### src/rtl/keyboard_move_decoder_if.sv
// Scan-byte input and decoded direction/keycode outputs of keyboard_move_decoder.
// The master side feeds scan bytes; the slave side is the decoder.
interface keyboard_move_decoder_if;
  logic [7:0]  scan_byte;
  logic        scan_valid;
  logic        move_up;
  logic        move_down;
  logic        move_right;
  logic        move_left;
  logic [15:0] keycode;
  logic        keycode_valid;

  modport master (
    output scan_byte, scan_valid,
    input  move_up, move_down, move_right, move_left, keycode, keycode_valid
  );

  modport slave (
    input  scan_byte, scan_valid,
    output move_up, move_down, move_right, move_left, keycode, keycode_valid
  );
endinterface

### src/rtl/keyboard_move_decoder.sv
// PS/2 set-2 scan bytes -> held direction flags and last make code; outputs 1 clk after the final byte, no backpressure.
// Define KBD_WASD_EN to also map W/S/D/A onto up/down/right/left.
module keyboard_move_decoder #(
  parameter int TIMEOUT_CYCLES  = 400_000,
  parameter bit CANCEL_OPPOSING = 1'b1
) (
  input logic                    clk,
  input logic                    rst,
  keyboard_move_decoder_if.slave kbd
);

  localparam int CNT_W = (TIMEOUT_CYCLES > 1) ? $clog2(TIMEOUT_CYCLES) : 1;
  localparam logic [CNT_W-1:0] CNT_LAST = CNT_W'(TIMEOUT_CYCLES - 1);

  typedef enum logic [1:0] {IDLE, EXT, BRK, EXT_BRK} state_t;

  state_t      state;
  state_t      state_nxt;
  logic [CNT_W-1:0] tmo_cnt;
  logic        tmo_hit;
  logic        is_ctrl;
  logic        make_evt;
  logic        brk_evt;
  logic [15:0] evt_code;

  logic [3:0]  arrow_held;
  logic [3:0]  arrow_nxt;
  logic [3:0]  dir_raw;
  logic [3:0]  move_q;
  logic [15:0] keycode_q;
  logic        keycode_vld;

  // Direction vectors use bit 0 = up, 1 = down, 2 = right, 3 = left.
  function automatic logic [3:0] arrow_map(input logic [15:0] code);
    case (code)
      16'hE075: arrow_map = 4'b0001;
      16'hE072: arrow_map = 4'b0010;
      16'hE074: arrow_map = 4'b0100;
      16'hE06B: arrow_map = 4'b1000;
      default:  arrow_map = 4'b0000;
    endcase
  endfunction

  function automatic logic [3:0] resolve(input logic [3:0] d);
    resolve = d;
    if (CANCEL_OPPOSING) begin
      if (d[0] && d[1]) resolve[1:0] = 2'b00;
      if (d[2] && d[3]) resolve[3:2] = 2'b00;
    end
  endfunction

  assign is_ctrl = kbd.scan_byte inside {8'hAA, 8'hFA, 8'hFE, 8'hEE, 8'h00, 8'hFF};
  // A byte arriving on the expiry cycle still belongs to the pending prefix.
  assign tmo_hit = (state != IDLE) && !kbd.scan_valid && (tmo_cnt == CNT_LAST);

  always_ff @(posedge clk or negedge rst) begin
    if (!rst) begin
      state   <= IDLE;
      tmo_cnt <= '0;
    end else begin
      state <= state_nxt;
      if (kbd.scan_valid || state == IDLE || tmo_hit) tmo_cnt <= '0;
      else                                             tmo_cnt <= tmo_cnt + CNT_W'(1);
    end
  end

  always_comb begin
    state_nxt = state;
    if (kbd.scan_valid) begin
      case (state)
        IDLE: begin
          if (kbd.scan_byte == 8'hE0)      state_nxt = EXT;
          else if (kbd.scan_byte == 8'hF0) state_nxt = BRK;
        end
        EXT: begin
          if (kbd.scan_byte == 8'hF0)      state_nxt = EXT_BRK;
          else if (kbd.scan_byte != 8'hE0) state_nxt = IDLE;
        end
        default: state_nxt = IDLE;
      endcase
    end else if (tmo_hit) begin
      state_nxt = IDLE;
    end
  end

  always_comb begin
    make_evt = 1'b0;
    brk_evt  = 1'b0;
    evt_code = 16'h0000;
    if (kbd.scan_valid) begin
      case (state)
        IDLE: begin
          if (kbd.scan_byte != 8'hE0 && kbd.scan_byte != 8'hF0 && !is_ctrl) begin
            make_evt = 1'b1;
            evt_code = {8'h00, kbd.scan_byte};
          end
        end
        EXT: begin
          if (kbd.scan_byte != 8'hE0 && kbd.scan_byte != 8'hF0) begin
            make_evt = 1'b1;
            evt_code = {8'hE0, kbd.scan_byte};
          end
        end
        BRK: begin
          brk_evt  = 1'b1;
          evt_code = {8'h00, kbd.scan_byte};
        end
        default: begin
          brk_evt  = 1'b1;
          evt_code = {8'hE0, kbd.scan_byte};
        end
      endcase
    end
  end

  always_comb begin
    arrow_nxt = arrow_held;
    if (make_evt)     arrow_nxt = arrow_held | arrow_map(evt_code);
    else if (brk_evt) arrow_nxt = arrow_held & ~arrow_map(evt_code);
  end

`ifdef KBD_WASD_EN
  logic [3:0] wasd_held;
  logic [3:0] wasd_nxt;

  function automatic logic [3:0] wasd_map(input logic [15:0] code);
    case (code)
      16'h001D: wasd_map = 4'b0001;
      16'h001B: wasd_map = 4'b0010;
      16'h0023: wasd_map = 4'b0100;
      16'h001C: wasd_map = 4'b1000;
      default:  wasd_map = 4'b0000;
    endcase
  endfunction

  always_comb begin
    wasd_nxt = wasd_held;
    if (make_evt)     wasd_nxt = wasd_held | wasd_map(evt_code);
    else if (brk_evt) wasd_nxt = wasd_held & ~wasd_map(evt_code);
  end

  always_ff @(posedge clk or negedge rst) begin
    if (!rst) wasd_held <= 4'b0000;
    else      wasd_held <= wasd_nxt;
  end

  assign dir_raw = arrow_nxt | wasd_nxt;
`else
  assign dir_raw = arrow_nxt;
`endif

  // Outputs register the next held state so moves track the final byte by one clock.
  always_ff @(posedge clk or negedge rst) begin
    if (!rst) begin
      arrow_held  <= 4'b0000;
      move_q      <= 4'b0000;
      keycode_q   <= 16'h0000;
      keycode_vld <= 1'b0;
    end else begin
      arrow_held  <= arrow_nxt;
      move_q      <= resolve(dir_raw);
      keycode_vld <= make_evt;
      if (make_evt)                              keycode_q <= evt_code;
      else if (brk_evt && evt_code == keycode_q) keycode_q <= 16'h0000;
    end
  end

  assign kbd.move_up       = move_q[0];
  assign kbd.move_down     = move_q[1];
  assign kbd.move_right    = move_q[2];
  assign kbd.move_left     = move_q[3];
  assign kbd.keycode       = keycode_q;
  assign kbd.keycode_valid = keycode_vld;

endmodule

### src/flat_wrapper.sv
// flat-port wrapper written by rule: the top's interface ports become plain ports
module keyboard_move_decoder_flat 
#(
  parameter int TIMEOUT_CYCLES  = 400_000,
  parameter bit CANCEL_OPPOSING = 1'b1
)
  (clk, rst, kbd_scan_byte, kbd_scan_valid, kbd_move_up, kbd_move_down, kbd_move_right, kbd_move_left, kbd_keycode, kbd_keycode_valid);
  keyboard_move_decoder_if kbd_i ();
  input logic clk;
  input logic rst;
  input wire logic [$bits(kbd_i.scan_byte)-1:0] kbd_scan_byte;
  input wire logic [$bits(kbd_i.scan_valid)-1:0] kbd_scan_valid;
  output wire logic [$bits(kbd_i.move_up)-1:0] kbd_move_up;
  output wire logic [$bits(kbd_i.move_down)-1:0] kbd_move_down;
  output wire logic [$bits(kbd_i.move_right)-1:0] kbd_move_right;
  output wire logic [$bits(kbd_i.move_left)-1:0] kbd_move_left;
  output wire logic [$bits(kbd_i.keycode)-1:0] kbd_keycode;
  output wire logic [$bits(kbd_i.keycode_valid)-1:0] kbd_keycode_valid;
  assign kbd_i.scan_byte = kbd_scan_byte;
  assign kbd_i.scan_valid = kbd_scan_valid;
  assign kbd_move_up = kbd_i.move_up;
  assign kbd_move_down = kbd_i.move_down;
  assign kbd_move_right = kbd_i.move_right;
  assign kbd_move_left = kbd_i.move_left;
  assign kbd_keycode = kbd_i.keycode;
  assign kbd_keycode_valid = kbd_i.keycode_valid;
  keyboard_move_decoder #(.TIMEOUT_CYCLES(TIMEOUT_CYCLES), .CANCEL_OPPOSING(CANCEL_OPPOSING)) u_core (.clk(clk), .rst(rst), .kbd(kbd_i));
endmodule
### config.mk
export PLATFORM = sky130hd
export DESIGN_NAME = keyboard_move_decoder_flat
export DESIGN_NICKNAME = d
export VERILOG_FILES = /design/src/rtl/keyboard_move_decoder_if.sv /design/src/rtl/keyboard_move_decoder.sv /design/src/flat_wrapper.sv
export SDC_FILE = /design/constraint.sdc
export NUM_CORES = 1
export LEC_CHECK = 0
export ABC_AREA = 1
export BUFFER_PORTS_ARGS = -buffer_cell sky130_fd_sc_hd__buf_2
export CORE_MARGIN = 2
export CORE_UTILIZATION = 45
export DETAILED_ROUTE_END_ITERATION = 7
export GPL_TIMING_DRIVEN = 0
export PLACE_DENSITY = 0.69
export SYNTH_ARGS = -nofsm -noshare
export SYNTH_HDL_FRONTEND = slang
export SYNTH_SLANG_ARGS = --single-unit
### constraint.sdc
create_clock -name clk -period 3.7 [get_ports clk]
set_input_delay 0.185 -clock clk [delete_from_list [all_inputs] [get_ports clk]]
set_output_delay 0.185 -clock clk [all_outputs]
set_load 0.01 [all_outputs]
# After elaboration in Yosys (flattened, before gate mapping)

Index checks and enable logic that the tools add are counted.

Input bits: 11
Register bits after elaboration: 46
Output and inout bits: 21

Add/sub/neg operators: 1
Equal/unequal tests: 19
Multiplexer cells: 28
Reduce and logical (&&, ||, !) cells: 19
Bitwise operators: 3

Operator list:

| cell                                                                     | number |
|---|---|
| 16-bit equality test (second input constant)                             | 4 |
| 16-bit two-way mux                                                       | 4 |
| 8-bit equality test (second input constant)                              | 7 |
| 16-bit one-hot mux with 3 select lines                                   | 1 |
| 4-bit two-way mux                                                        | 5 |
| 19-bit by 1-bit adder with 19-bit output (second input constant)         | 1 |
| 19-bit equality test (second input constant)                             | 1 |
| 19-bit two-way mux                                                       | 1 |
| 16-bit equality test                                                     | 1 |
| 2-bit two-way mux                                                        | 8 |
| 8-bit inequality test (second input constant)                            | 2 |
| 4-bit one-hot mux with 4 select lines                                    | 1 |
| 8-bit zero test                                                          | 1 |
| 8-bit two-way mux                                                        | 1 |
| 1-bit logical AND                                                        | 7 |
| 2-bit nonzero test                                                       | 3 |
| 6-bit nonzero test                                                       | 1 |
| 1-bit two-way mux                                                        | 5 |
| 4-bit AND                                                                | 1 |
| 4-bit by 2-bit inequality test with 1-bit output (second input constant) | 1 |
| 4-bit inequality test (second input constant)                            | 1 |
| 4-bit inverter                                                           | 1 |
| 4-bit OR                                                                 | 1 |
| 2-bit one-hot mux with 2 select lines                                    | 1 |
| 8 further kinds                                                          | 10 |

# Longest topological paths before layout

Depth after elaboration: 17
Mapped depth: 17
Mapped depth without buffers: 17

# Least setup slack after synthesis

OpenSTA, ideal clock, no wires.

Kind: reg-to-reg
From: register u_core.state[0]
To: register u_core.keycode_q[0], in the netlist u_core.kbd.keycode[0]
Clock period less this slack: 1852 ps
Stages on the path, launching flop included: 15
Arrival: 1733 ps
Path buffers: 1
Setup slack: 1848 ps
Path through: dfrtp_1 > inv_1 > nand2_1 > o21bai_2 > nor2_2 > nand2_2 > nand2_4 > buf_6 > nand3_2 > nand2_1 > nand4_1 > nor2_1 > nand2_4 > nand3_1 > nand2_1

Cells in the longest elaborated chain, start to end: 6
Elaborated cells on any way between the ends: 14
Those cells by class: eq/ne: 3; mux: 7; reduce/logical: 4

Ends and longest elaborated chain:

| item                                                                         | line                                                      | source |
|---|---|---|
| from (decl)                                                                  | keyboard_move_decoder.sv:17                               | `state_t state;` |
| from (signal assigned)                                                       | keyboard_move_decoder.sv:61                               | `state <= state_nxt;` |
| 2-bit equality test (tied with other cells)                                  | keyboard_move_decoder.sv:91                               | `case (state)` |
| 16-bit one-hot mux with 3 select lines or 2-bit OR reduction (tied branches) | --                                                        |  |
| 16-bit two-way mux or 1-bit two-way mux (tied branches)                      | keyboard_move_decoder.sv:90, keyboard_move_decoder.sv:91  |  |
| 16-bit equality test or 1-bit two-way mux (tied branches)                    | keyboard_move_decoder.sv:164, keyboard_move_decoder.sv:90 |  |
| 1-bit logical AND                                                            | keyboard_move_decoder.sv:164                              | `else if (brk_evt && evt_code == keycode_q) keycode_q <= 16'h0000;` |
| 2-bit nonzero test (no source line)                                          | --                                                        |  |
| to (signal assigned)                                                         | keyboard_move_decoder.sv:163                              | `if (make_evt) keycode_q <= evt_code;` |
| to (decl)                                                                    | keyboard_move_decoder.sv:30                               | `logic [15:0] keycode_q;` |

Several ways; a longest one is shown, not always the timed one.
A chain may end at the register's enable or synchronous reset.

# Worst setup path after layout

From: register u_core.state[0]
To: register u_core.keycode_q[4], in the netlist u_core.kbd.keycode[4]

Same word-level chain as after synthesis.

==> reports/qor.tcl <==
set qor(postCtsHoldBufs) 0
set qor(critical_path.max_fanout) 9
set qor(synth.mux.area_fraction_pct) 0
set qor(power_density_nw_per_um2) 378
set qor(yosysWarningCount) 0
set qor(antenna-diode-count) 0
set qor(die_width_um) 76.7
set qor(tns_ns) 0
set qor(synth_compound_area_share_pct) 7.21
set qor(max_freq_mhz) 445
set qor(dp.final_hpwl_um) 3710
set qor(clock_tree.root_cell) {sky130_fd_sc_hd__clkbuf_8}
set qor(place.detailed.instances) 414
set qor(setup.worst_path.end_class) {flip-flop}
set qor(syn_avg_cell_area_um2) 7.52
set qor(synth_simple_gate_area_share_pct) 39.0
set qor(instances_no_fill) 422
set qor(hp_class) {primary input to asynchronous set/reset pin}
set qor(report.final.hold_viol_count) 0
set qor(drcViolationCount) 0
set qor(switching_share_pct) 34.1
set qor(cts_h_tree_depth) 2
set qor(num_io_pins) 32
set qor(grt_pass1_vias) 1957
set qor(clkPwrFrac_pct) 28.3
set qor(initial_utilization_pct) 46.5
set qor(drt_first_pass_iters) 4
set qor(synth.cells.most_frequent) {sky130_fd_sc_hd__nand2_1 (70), sky130_fd_sc_hd__inv_1 (42), sky130_fd_sc_hd__dfrtp_1 (39)}
set qor(antenna_found_initial) 0
set qor(finalCriticalPeriod_ns) 2.25
set qor(synth.distinct_cells) 38
set qor(post_cts_buffers) 0
set qor(crit_path_cell_trace) {inv_1 > nand2_1 > o21bai_2 > nor2_2 > nand2_2 > a21oi_1 > clkinv_1 > nand3_1 > nand2_1}
set qor(wirelength_per_cell_um) 12.1
set qor(maximum_number_of_pins_on_one_net_before_global_route_repair) 40
set qor(worst-r2r-cell-count) 9
set qor(utilization_pct) 52.5
set qor(track_usage_pct) 18.1
set qor(power.leakage_nw) 1.34
set qor(via_per_inst) 5.04
set qor(dieArea_um2) 5880
set qor(critical_path.reg2reg.startpoint) {u_core.state[0]$_DFFE_PN0P_}
set qor(mappedNetlistArea_um2) 2380
set qor(end_of_the_worst_register_to_register_path) {u_core.kbd.keycode[4]$_DFFE_PN0P_}
set qor(synth_top_cell_by_area) {sky130_fd_sc_hd__dfrtp_1}
set qor(timing.critical_path.arrival_ns) 2.43
set qor(synthMostInstantiatedCell) {sky130_fd_sc_hd__nand2_1}
set qor(syn2layout_area_growth_pct) 13.0
set qor(synth_top_family_by_area) {simple AND/OR/NAND/NOR gates}
set qor(most_frequent_cp_cell) {sky130_fd_sc_hd__nand2_1}
set qor(worst_setup_hold_path_clk_slew_ns) 0.08
set qor(core_area_um2) 5110
set qor(post_cts.resized_instances) 0
set qor(ir_worst_vdd_mv) 0.162
set qor(timing.critical_path.to) {u_core.kbd.keycode[4]$_DFFE_PN0P_}
set qor(worstPathRequired_ns) 3.89
set qor(first_iter_violations) 103
set qor(drv_cap) 0
set qor(syn-instance-count) 316
set qor(detail_route.wirelength_um) 5120
set qor(ant_nets) 0
set qor(bufs_on_longest_clock_path) 2
set qor(whs_ns) 0.00787
set qor(drive_gt1_share_pct) 19.9
set qor(synth_top_area_share_pct) 41.1
set qor(synth_edf_count) 0
set qor(synth_async_sr_flop_share_pct) 100
set qor(timing.critical_path.slowest_stage_cell) {sky130_fd_sc_hd__dfrtp_1}
set qor(crit_path_start) {u_core.state[0]$_DFFE_PN0P_}
set qor(max_stage_delay_ns) 0.41
set qor(finish.net_count) 363
set qor(synth_xor_xnor_area_share_pct) 1.11
set qor(synth-seq-cells) 39
set qor(wire_length_of_the_first_global_routing_pass_um) 8670
set qor(worst_clock_skew_ns) 0.00503
set qor(postSynth.topFlopCell) {sky130_fd_sc_hd__dfrtp_1}
set qor(run_status) {complete, no violations}
set qor(worst_slew_pin_slew_ns) 0.885
set qor(synth.area.top_cells) {sky130_fd_sc_hd__dfrtp_1 (41%), sky130_fd_sc_hd__nand2_1 (11%), sky130_fd_sc_hd__inv_1 (6.6%), sky130_fd_sc_hd__nand3_1 (5.3%), sky130_fd_sc_hd__nand4_1 (5.3%)}
set qor(clk_latency_ns) 0.30
set qor(ys_seq_area_share_pct) 41.1
set qor(die_y_um) 76.7
set qor(grt_setup_unrepaired) {no}
set qor(min_period_over_period_pct) 60.7
set qor(power_switching_w) 0.000347
set qor(cts_tree) {built}
set qor(dp_slack_ns) 1.53
set qor(post_synthesis_share_of_cell_area_spent_on_full_adders_half_adders_and_majority_gates_pct) 0.527
set qor(cts_inserted_buffers) 5
set qor(grt_remaining_overflow) 0
set qor(seq_power_share_pct) 46.8
set qor(setup_violations) 0
set qor(finalWeightedCongestion) 0.854
set qor(fp-row-count) 26
set qor(reg2reg_setup_slack_ns) 1.45
set qor(postLayoutSetupSlackWorst_ns) 1.45
set qor(timing.critical_path.from_type) {flip-flop}
set qor(maxSlewHeadroom_pct) 41.0
set qor(via_count) 2127
set qor(slew_viol_final) 0
set qor(timing.setup.critical_path_class) {flip-flop to flip-flop}
set qor(cellInternalPower_w) 0.000669
set qor(p_comb_share_pct) 24.9
set qor(count_of_buffers_inserted_at_the_top_level_ports) 24
set qor(cts_sinks) 39
-- flip-flops by register name, summed over array words and instances (netlist names) --
register                  flops
u_core.move_q                 4
u_core.kbd.keycode_valid      1
u_core.kbd.keycode            9
u_core.tmo_cnt               19
u_core.state                  2
u_core.arrow_held             4
-- metal layers --
| layer | wire length, um | track usage [%] |
|---|---|---|
| met1 | 2430 | 22.9 |
| met2 | 2460 | 31.3 |
| met3 | 187 | 3.65 |
| met4 | 42 | 4.91 |
| met5 | 0 | 0 |
-- power groups by stage --
stage	Combinational [W]	Clock, W	Sequential [W]
floorplan	0.000165	0	0.000489
global placement	0.000249	0	0.000482
detailed placement	0.000252	0	0.000482
CTS	0.000253	0.000298	0.000474
global route	0.000285	0.000318	0.000479
finish	0.000253	0.000288	0.000475
-- worst max-delay path: cells and delay by family (launching register included) --
family	cells	cell delay, ns
AO/OA/AOI/OAI	2	0.63
buffers and inverters	2	0.52
flip-flops	1	0.41
AND/OR/NAND/NOR	5	0.57
-- cell usage in the layout, fill, tap and decap left out, types with 2 or more instances in the layout --
cell type / synthesis / layout
sky130_fd_sc_hd__nand2_1: 70 / 70
sky130_fd_sc_hd__inv_1: 42 / 42
sky130_fd_sc_hd__dfrtp_1: 39 / 39
sky130_fd_sc_hd__nor2_1: 27 / 27
sky130_fd_sc_hd__buf_2: 3 / 27
sky130_fd_sc_hd__nand3_1: 25 / 25
sky130_fd_sc_hd__nand4_1: 20 / 20
sky130_fd_sc_hd__nor3_1: 14 / 14
sky130_fd_sc_hd__a21oi_1: 13 / 13
sky130_fd_sc_hd__buf_4: 8 / 8
sky130_fd_sc_hd__o21ai_0: 7 / 7
sky130_fd_sc_hd__nor2_2: 7 / 7
sky130_fd_sc_hd__nand3_2: 5 / 5
sky130_fd_sc_hd__conb_1: 1 / 5
sky130_fd_sc_hd__clkbuf_8: 0 / 5
sky130_fd_sc_hd__nor3_2: 4 / 4
sky130_fd_sc_hd__clkbuf_1: 2 / 3
sky130_fd_sc_hd__xor2_1: 3 / 3
sky130_fd_sc_hd__nand2_4: 3 / 3
sky130_fd_sc_hd__nor4_1: 2 / 2
sky130_fd_sc_hd__o21a_1: 2 / 2
sky130_fd_sc_hd__nand2_2: 2 / 2
-- kinds of logic (layout without fill, tap and decap cells) --
logic type | Yosys count | after routing
other cells | 1 | 5
flops | 39 | 39
xor+xnor | 3 | 3
compound gates | 29 | 29
buf+inv | 58 | 90
simple gates | 185 | 185
fa+ha+maj | 1 | 1
-- through the flow --
| stage | power [W] | cell area (um^2) |
|---|---|---|
| 5_1_grt | 0.00108 | 2680 |
| 4_1_cts | 0.00103 | 2680 |
| 6_report | 0.00102 | 2680 |
| 2_1_floorplan | 0.000655 | 2390 |
| 3_3_place_gp | 0.000731 | 2600 |
| 3_5_place_dp | 0.000735 | 2600 |
-- cell type report --
cell class / count / area, um^2
plain buffers: 14 / 93.8
clock buffers: 6 / 72.6
clock inverters: 2 / 12.5
fillers: 529 / 2420
inverters: 44 / 165
multi-input cells: 223 / 1160
flip-flops and latches: 39 / 976
well taps: 70 / 87.6
repair buffers: 24 / 120
-- how the worst min path moves through the flow --
stage,from,end
finish,rst,u_core.tmo_cnt[0]$_DFF_PN0_
global route,rst,u_core.tmo_cnt[9]$_DFF_PN0_
CTS,rst,u_core.tmo_cnt[9]$_DFF_PN0_
detailed placement,rst,u_core.tmo_cnt[1]$_DFF_PN0_
global placement,rst,u_core.kbd.keycode[6]$_DFFE_PN0P_
floorplan,rst,u_core.arrow_held[0]$_DFF_PN0_
(Power assumes the default switching activity.)
